<file path="src/rtl/seq_pkg.sv">
// rtl/seq_pkg.sv - shared types and constants for the beat sequencer
// Contents: FSM state enum, setting opcodes, instruction field positions,
// and the tick accumulator denominator helper (CLK_HZ * 15).
package seq_pkg;

  typedef enum logic [2:0] {
    S_IDLE,
    S_ADDR,
    S_WAIT,
    S_EXEC,
    S_HOLD,
    S_HALTED
  } state_t;

  // Setting opcodes, instruction bits [3:1] when bit0 = 0
  localparam logic [2:0] OP_SET_BPM = 3'b000;
  localparam logic [2:0] OP_JUMP    = 3'b001;
  localparam logic [2:0] OP_HALT    = 3'b010;
  localparam logic [2:0] OP_SILENCE = 3'b011;

  // Instruction field positions
  localparam int F_KIND    = 0;
  localparam int F_CH_LO   = 1;
  localparam int F_CH_HI   = 2;
  localparam int F_NOTE_LO = 3;
  localparam int F_NOTE_HI = 8;
  localparam int F_WAIT_LO = 9;
  localparam int F_WAIT_HI = 12;
  localparam int F_OP_LO   = 1;
  localparam int F_OP_HI   = 3;
  localparam int F_BPM_LO  = 8;
  localparam int F_BPM_HI  = 15;
  localparam int F_JMP_LO  = 4;
  localparam int F_JMP_HI  = 15;

  // One sixteenth-beat is CLK_HZ*60/(bpm*4) cycles, i.e. TICK_DEN/bpm.
  function automatic logic [31:0] tick_den(input int clk_hz);
    return 32'(clk_hz) * 32'd15;
  endfunction

endpackage

</file>
<file path="src/rtl/note_period_lut.sv">
// rtl/note_period_lut.sv - note number to tone half-period lookup
// Ports:
//   note   in  6      note number (1 = C2, 34 = A4; 0 unused by callers)
//   period out PER_W  half-period in clock cycles, round(CLK_HZ/(2*f(note)))
module note_period_lut #(
  parameter int CLK_HZ = 50_000_000,
  parameter int PER_W  = 20
) (
  input  logic [5:0]       note,
  output logic [PER_W-1:0] period
);

  // Evaluated only at elaboration; the table itself is plain constants.
  // Very high notes at low clock rates round to 0, so the result is clamped
  // to 1 (toggle every cycle); it is also clamped to the counter width.
  function automatic logic [PER_W-1:0] calc_period(input int n);
    real    freq;
    longint p;
    longint p_max;
    freq  = 880.0 * (2.0 ** ((real'(n) - 34.0) / 12.0));
    p     = longint'($rtoi(real'(CLK_HZ) / freq + 0.5));
    p_max = (longint'(1) <<< PER_W) - 1;
    if (p < 1) p = 1;
    if (p > p_max) p = p_max;
    return PER_W'(p);
  endfunction

  logic [PER_W-1:0] per_tab [64];

  for (genvar i = 0; i < 64; i++) begin : g_tab
    localparam logic [PER_W-1:0] P_I = calc_period(i);
    assign per_tab[i] = P_I;
  end

  assign period = per_tab[note];

endmodule

</file>
<file path="src/rtl/beat_sequencer.sv">
// rtl/beat_sequencer.sv - tempo-driven SRAM instruction sequencer with tone channels
// Ports:
//   clk, rst   core clock, asynchronous active-high reset
//   start      pulse; leaves IDLE/HALTED and fetches at pc
//   sram_addr  registered SRAM word address; sram_data 16-bit read data
//   tone       per-channel square waves; speaker is their OR
//   pc, bpm    current fetch address and tempo; halted high in HALTED
module beat_sequencer
  import seq_pkg::*;
#(
  parameter int CLK_HZ      = 50_000_000,
  parameter int ADDR_W      = 18,
  parameter int SRAM_LAT    = 2,
  parameter int NUM_CH      = 2,
  parameter int DEFAULT_BPM = 96,
  parameter int PER_W       = 20
) (
  input  logic              clk,
  input  logic              rst,
  input  logic              start,
  output logic [ADDR_W-1:0] sram_addr,
  input  logic [15:0]       sram_data,
  output logic [NUM_CH-1:0] tone,
  output logic              speaker,
  output logic [ADDR_W-1:0] pc,
  output logic [7:0]        bpm,
  output logic              halted
);

  localparam logic [31:0]  TICK_DEN = tick_den(CLK_HZ);
  localparam int           LAT_W    = (SRAM_LAT > 1) ? $clog2(SRAM_LAT) : 1;
  localparam logic [LAT_W-1:0] LAT_LAST = LAT_W'(SRAM_LAT - 1);

  state_t state, state_nxt;

  logic [15:0]      instr;
  logic [LAT_W-1:0] lat_cnt;
  logic [3:0]       hold_left;
  logic [31:0]      acc;
  logic [31:0]      acc_sum;
  logic             tick;

  // Instruction decode
  logic       is_note;
  logic [2:0] op;
  logic [1:0] note_ch;
  logic [5:0] note_n;
  logic [3:0] note_d;
  logic [7:0] bpm_val;
  logic       is_set_bpm, is_jump, is_halt, is_silence;
  logic       exec_note, exec_silence;

  assign is_note    = instr[F_KIND];
  assign op         = instr[F_OP_HI:F_OP_LO];
  assign note_ch    = instr[F_CH_HI:F_CH_LO];
  assign note_n     = instr[F_NOTE_HI:F_NOTE_LO];
  assign note_d     = instr[F_WAIT_HI:F_WAIT_LO];
  assign bpm_val    = instr[F_BPM_HI:F_BPM_LO];
  assign is_set_bpm = !is_note && (op == OP_SET_BPM);
  assign is_jump    = !is_note && (op == OP_JUMP);
  assign is_halt    = !is_note && (op == OP_HALT);
  assign is_silence = !is_note && (op == OP_SILENCE);

  assign exec_note    = (state == S_EXEC) && is_note;
  assign exec_silence = (state == S_EXEC) && is_silence;

  // Exact rational tick: acc always stays below TICK_DEN, so the sum fits.
  assign acc_sum = acc + {24'd0, bpm};
  assign tick    = (acc_sum >= TICK_DEN);

  always_ff @(posedge clk or posedge rst) begin
    if (rst) state <= S_IDLE;
    else     state <= state_nxt;
  end

  always_comb begin
    state_nxt = state;
    case (state)
      S_IDLE:   if (start) state_nxt = S_ADDR;
      S_ADDR:   state_nxt = S_WAIT;
      S_WAIT:   if (lat_cnt == LAT_LAST) state_nxt = S_EXEC;
      S_EXEC: begin
        if (is_halt)                     state_nxt = S_HALTED;
        else if (is_note && note_d != 0) state_nxt = S_HOLD;
        else                             state_nxt = S_ADDR;
      end
      S_HOLD:   if (tick && hold_left == 4'd1) state_nxt = S_ADDR;
      S_HALTED: if (start) state_nxt = S_ADDR;
      default:  state_nxt = S_IDLE;
    endcase
  end

  always_ff @(posedge clk or posedge rst) begin
    if (rst) begin
      pc        <= '0;
      sram_addr <= '0;
      bpm       <= 8'(DEFAULT_BPM);
      instr     <= '0;
      lat_cnt   <= '0;
      hold_left <= '0;
      acc       <= '0;
    end else begin
      if (state == S_EXEC && state_nxt == S_HOLD) acc <= '0;
      else if (tick)                              acc <= acc_sum - TICK_DEN;
      else                                        acc <= acc_sum;

      case (state)
        S_ADDR: begin
          sram_addr <= pc;
          lat_cnt   <= '0;
        end
        S_WAIT: begin
          lat_cnt <= lat_cnt + 1'b1;
          if (lat_cnt == LAT_LAST) instr <= sram_data;
        end
        S_EXEC: begin
          if (is_jump)       pc <= ADDR_W'(instr[F_JMP_HI:F_JMP_LO]);
          else if (!is_halt) pc <= pc + 1'b1;
          if (is_set_bpm && bpm_val != 8'd0) bpm <= bpm_val;
          if (is_note) hold_left <= note_d;
        end
        S_HOLD: if (tick) hold_left <= hold_left - 4'd1;
        default: ;
      endcase
    end
  end

  for (genvar c = 0; c < NUM_CH; c++) begin : g_ch
    logic [5:0]       note_q;
    logic [PER_W-1:0] cnt_q;
    logic [PER_W-1:0] per;
    logic             tone_q;
    logic             load;

    note_period_lut #(.CLK_HZ(CLK_HZ), .PER_W(PER_W)) u_lut (
      .note   (note_q),
      .period (per)
    );

    // Channel fields beyond NUM_CH never match, so such notes are dropped.
    assign load = exec_note && (note_ch == 2'(c));

    always_ff @(posedge clk or posedge rst) begin
      if (rst) begin
        note_q <= '0;
        cnt_q  <= '0;
        tone_q <= 1'b0;
      end else if (load) begin
        note_q <= note_n;
        cnt_q  <= '0;
        tone_q <= 1'b0;
      end else if (exec_silence || note_q == 6'd0) begin
        if (exec_silence) note_q <= '0;
        cnt_q  <= '0;
        tone_q <= 1'b0;
      end else if (cnt_q == per - PER_W'(1)) begin
        cnt_q  <= '0;
        tone_q <= ~tone_q;
      end else begin
        cnt_q <= cnt_q + PER_W'(1);
      end
    end

    assign tone[c] = tone_q;
  end

  assign speaker = |tone;
  assign halted  = (state == S_HALTED);

endmodule

</file>
<file path="config.mk">
export PLATFORM = sky130hd
export DESIGN_NAME = beat_sequencer
export DESIGN_NICKNAME = d
export VERILOG_FILES = /design/src/rtl/seq_pkg.sv /design/src/rtl/note_period_lut.sv /design/src/rtl/beat_sequencer.sv
export SDC_FILE = /design/constraint.sdc
export NUM_CORES = 1
export LEC_CHECK = 0
export BUFFER_PORTS_ARGS = -buffer_cell sky130_fd_sc_hd__buf_2
export CORE_ASPECT_RATIO = 0.9
export CORE_MARGIN = 2
export CORE_UTILIZATION = 45
export DETAILED_ROUTE_END_ITERATION = 16
export PLACE_DENSITY = 0.58
export SLEW_MARGIN = 20
export SYNTH_ARGS = -nofsm -noshare
export SYNTH_HDL_FRONTEND = slang
export SYNTH_SLANG_ARGS = --single-unit
</file>
<file path="constraint.sdc">
create_clock -name clk -period 5 [get_ports clk]
set_input_delay 0.25 -clock clk [delete_from_list [all_inputs] [get_ports clk]]
set_output_delay 0.25 -clock clk [all_outputs]
set_load 0.01 [all_outputs]
</file>
==> run summary <==
Counting every instance in the synthesized netlist gives 1497. Sorting the synthesized cells by area gives the leading types as sky130_fd_sc_hd__dfrtp_1, sky130_fd_sc_hd__xnor2_1, sky130_fd_sc_hd__nor2_1. The via count of the first global-routing pass came out at 10770.

In this run the worst hold path is classified as in2reg. The total global-route track usage is 24.2%. The critical path's largest stage delay works out to 480 ps. The tools report the total number of nets in the final design as 1576.

Post-route fraction of the period consumed by the critical path: 90.0%. Summing all multi-input logic gate instances after layout gives 8270 µm². The layer flagged by global routing as most heavily used is met2. The clock group share of total power was 51.6%; the switching fraction of total power was 25.2%. The run gives 0 as the max-slew violation count. Count of routing violations after the opening detailed-route iteration: 1201. The worst setup path is of the reg2reg kind.

In this run the power spent charging and discharging nets is 665 µW. Traced cell by cell, the critical path runs through ha_1, inv_1, fa_1, and2b_1, o2111ai_1, a21oi_2, nor2_2, or3_1, mux2i_1, o21ai_1, nand2b_1, o21ai_2, nor4b_1, o221ai_1. The filler cells instantiated in the layout total 2724. The final worst setup slack was 500 ps.

The total area inside the core boundary comes to 27900 µm². In the synthesized netlist the async set-or-reset flop fraction comes to 100%. Post-synthesis adder-cell area fraction: 3.50%.

The synthesized area divided by synthesized cell count is 8.50 µm². Among all flip-flop cells after synthesis, the most frequent one is sky130_fd_sc_hd__dfrtp_1. Sequential cells burn 47.1% of the power.

Counting flops and latches in the post-synthesis netlist gives 154. TritonCTS built the clock tree. For the count of hold buffers inserted by post-cts repair, the log shows 1. Setup repair after global routing left no endpoint under its margin. The number of endpoints with negative hold slack in the final report was 0; the post-synth net total was 1551. The leakage power is 0.00598 µW. The mux share of post-synthesis cell area is 7.60%, and the number of failing setup endpoints in the final timing report is 0. The count of flip-flops with a built-in enable after synthesis is 0, and the summed negative setup slack over all endpoints is 0 ps. The synthesized netlist devotes 21.3% of its cell area to compound gates.

Count of input and output buffers: 66. STA classifies the critical path startpoint as a flip-flop. The areal power density over the cells is 189 nW/µm². Clock latency on the worst-skew pair, taken at its later pin, is 450 ps.

The final critical delay including setup and external delays is 4500 ps, and the met1 track demand over resource is 35.4%. For the pin with the worst max-slew slack, the measured transition is 929 ps. The run gives 0 as the total congestion overflow.

Of the synthesized area, sequential elements account for 30.3%. The flow ran to the end, and the final reports show no timing, DRC or antenna violations. In this run the core area contains 58 standard-cell rows. Data on the critical path arrives at its endpoint at 4800 ps. Dividing the detail-routed wire length by the instance count gives 18.5 µm. The combinational family with the most area after synthesis is simple AND/OR/NAND/NOR gates.

For this run, design rule violations remaining after detail routing come to 0. Summed over all nets, the half-perimeter wirelength after detailed placement is 25.1 mm. The synthesis-to-layout area growth was 9.86%. At the end of routability-driven placement, the weighted congestion stood at 0.945.

Max-cap violations in this run came to 0. The share of cells above drive strength 1 was 16.3%; the area share of xor/xnor cells in the synthesized design was 8.75%. Critical path's top delay family: simple AND/OR/NAND/NOR gates.

Of the total synthesized cell area, the portion taken by AND, OR, NAND and NOR gates is 23.8%. During synthesis, Yosys emitted a total of 0 warnings. The cell with the biggest individual delay on the critical path is sky130_fd_sc_hd__or3_1.

The H-tree was split into 4 levels. The run gives 12700 µm² as the cell area after synthesis. The global routing met3 resource utilization was 4.88%. After clock tree synthesis, the clock-pin slew on the worst setup and hold paths is 70 ps. After synthesis, the netlist uses 100 different library cells.

In this run the vertical extent of the chip is 163 µm. The run gives 530 ps as the post-place setup slack. For the die outline area, the log shows 29600 µm². The routed wire length is 35.0 mm.

The tools report the category of the worst setup path capture point as a flip-flop. The CTS sink count is 154, and the cell area after placement is 13300 µm². The via-per-instance ratio is 6.05, and the largest net degree at the start of global routing is 80. The via total after detailed routing was 11464; the initial standard-cell utilization of the core was 45.6%.

For the initial antenna violation count, the log shows 2. CTS root buffer: sky130_fd_sc_hd__clkbuf_16. The floorplan step set the die width to 181 µm.

The number of buffers inserted to repair setup after CTS is 0. Once detail routing completed, the nets flagged for antenna violations numbered 0. The share of total power in combinational logic was 1.3%. Summed over its instances, the top area cell type makes up 29.9% of the synthesized netlist area. The number of antenna diodes in the final layout is 0.

The quantity of gates resized following cts came out at 0. The first-pass detailed-route iteration total is 5. Critical path buffer and inverter count: 1. Counting along the longest clock path gives a buffer depth of 2. Summed over all instances, the cell type with the most area after synthesis is sky130_fd_sc_hd__dfrtp_1.

Number of I/O pins: 67. TritonCTS created 17 clock buffers. The post-route cell area is 14000 µm², and the internal power component is 1980 µW. The logs give 58.2 mm for the first-pass GRT wire length and 222 MHz for the highest clock frequency the design can meet. The tools report the endpoint required time on the critical path as 5300 ps.

Across the whole layout, storage elements account for 3860 µm². Global routing used 36.5% of the available met2 tracks. The worst-case IR drop observed on VDD is 0.228 mV. Of all nets on the critical path, the largest fanout is 15. Measured against its own limit, the worst slew margin works out to 37.7%. For the final database, setup skew stands at 16.3 ps.
==> path summary, 6_finish.rpt <==
path / start / endpoint / slack (ps) / cells after the start
min reg2reg: sram_addr[1]$_DFFE_PP0N_ / sram_addr[1]$_DFFE_PP0N_ / 510 / 1
min in group asynchronous: rst / acc[30]$_DFF_PP0_ / 480 / 3
max in group asynchronous: rst / g_ch[0].cnt_q[17]$_DFF_PP0_ / 3520 / 4
min: sram_data[14] / instr[14]$_DFFE_PP0P_ / 30 / 2
max: bpm[0]$_DFFE_PP0P_ / state[2]$_DFF_PP0_ / 500 / 14
max reg2reg: bpm[0]$_DFFE_PP0P_ / state[2]$_DFF_PP0_ / 500 / 14
==> synth_stat cells, types with 16 or more instances <==
cell type                  instances
sky130_fd_sc_hd__ha_1             34
sky130_fd_sc_hd__and2_1           19
sky130_fd_sc_hd__nand2_1         115
sky130_fd_sc_hd__o21ai_0          70
sky130_fd_sc_hd__nand2b_1         38
sky130_fd_sc_hd__a31oi_1          16
sky130_fd_sc_hd__buf_2            44
sky130_fd_sc_hd__nor2_1          153
sky130_fd_sc_hd__and3_1           35
sky130_fd_sc_hd__a21oi_1          90
sky130_fd_sc_hd__nor3_1           40
sky130_fd_sc_hd__xor2_1           60
sky130_fd_sc_hd__nor2b_1          21
sky130_fd_sc_hd__a21o_1           18
sky130_fd_sc_hd__clkbuf_1         41
sky130_fd_sc_hd__xnor2_1          67
sky130_fd_sc_hd__nand4_1          16
sky130_fd_sc_hd__inv_1            37
sky130_fd_sc_hd__dfrtp_1         152
sky130_fd_sc_hd__mux2_2           46
sky130_fd_sc_hd__nand3_1          60
==> state kept, by name, indices dropped and copies added (netlist names) <==
name and count:
g_ch.cnt_q 40, acc 32, pc 18, sram_addr 18, instr 16, g_ch.note_q 12
bpm 8, hold_left 4, state 3, g_ch.tone_q 2, lat_cnt 1
==> cell families after synthesis <==
group	Yosys count
AOI/OAI and AO/OA	387
adders and majority gates	35
and+or+nand+nor	587
xor gates and xnor gates	127
DFF	154
buffers and inverters	135
muxes	72
==> power by group through the flow <==
stage | clock network (µW) | logic, µW | registers, µW
global placement | 0 | 35.7 | 1270
CTS | 1400 | 36.3 | 1240
global route | 1460 | 40.4 | 1240
finish | 1360 | 33.6 | 1240
floorplan | 0 | 18.1 | 1270
detailed placement | 0 | 35.9 | 1270
==> per-stage QoR <==
step / power [µW] / utilization [%] / cells / hold WS (ps)
final: 2640 / 50.1 / 1895 / 31.3
after global routing: 2740 / 50.1 / 1895 / 21.4
after CTS: 2680 / 50.1 / 1895 / 14.1
after detailed placement: 1300 / 47.9 / 1862 / 434
after global placement: 1300 / 47.9 / 1862 / 434
after floorplan: 1290 / - / 1497 / 384
==> worst reg2reg max path: stages, from the launching register on <==
cell,delay (ps)
sky130_fd_sc_hd__dfrtp_1,380
sky130_fd_sc_hd__ha_1,180
sky130_fd_sc_hd__inv_1,50
sky130_fd_sc_hd__fa_1,370
sky130_fd_sc_hd__and2b_1,240
sky130_fd_sc_hd__o2111ai_1,190
sky130_fd_sc_hd__a21oi_2,360
sky130_fd_sc_hd__nor2_2,190
sky130_fd_sc_hd__or3_1,480
sky130_fd_sc_hd__mux2i_1,150
sky130_fd_sc_hd__o21ai_1,460
sky130_fd_sc_hd__nand2b_1,410
sky130_fd_sc_hd__o21ai_2,280
sky130_fd_sc_hd__nor4b_1,440
sky130_fd_sc_hd__o221ai_1,170
==> cells in the final DEF, fill, tap and decap left out, types with 46 or more instances in the layout <==
master                      n
sky130_fd_sc_hd__xor2_1    60
sky130_fd_sc_hd__nand2_1  115
sky130_fd_sc_hd__dfrtp_1  148
sky130_fd_sc_hd__buf_2     66
sky130_fd_sc_hd__xnor2_1   67
sky130_fd_sc_hd__a21oi_1   90
sky130_fd_sc_hd__nand3_1   60
sky130_fd_sc_hd__o21ai_0   70
sky130_fd_sc_hd__mux2_2    46
sky130_fd_sc_hd__nor2_1   152
==> layout make-up <==
| type | count | share of cell area (%) |
|---|---|---|
| Timing Repair Buffer | 101 | 4.35 |
| Clock inverter | 15 | 1.43 |
| Tap cell | 360 | 3.22 |
| Multi-Input combinational cell | 1208 | 59.2 |
| Clock buffer | 17 | 3.04 |
| Inverter | 40 | 1.11 |
| Sequential cell | 154 | 27.6 |
==> per-layer routing <==
layer,vias up,share of wire (%),routed length [µm]
met5,-,0.037,13
met4,2,1.5,519
met3,37,6.9,2410
met2,384,44,15300
met1,5500,48,16800
li1,5541,-,-
Power figures use the tool's default switching activity.
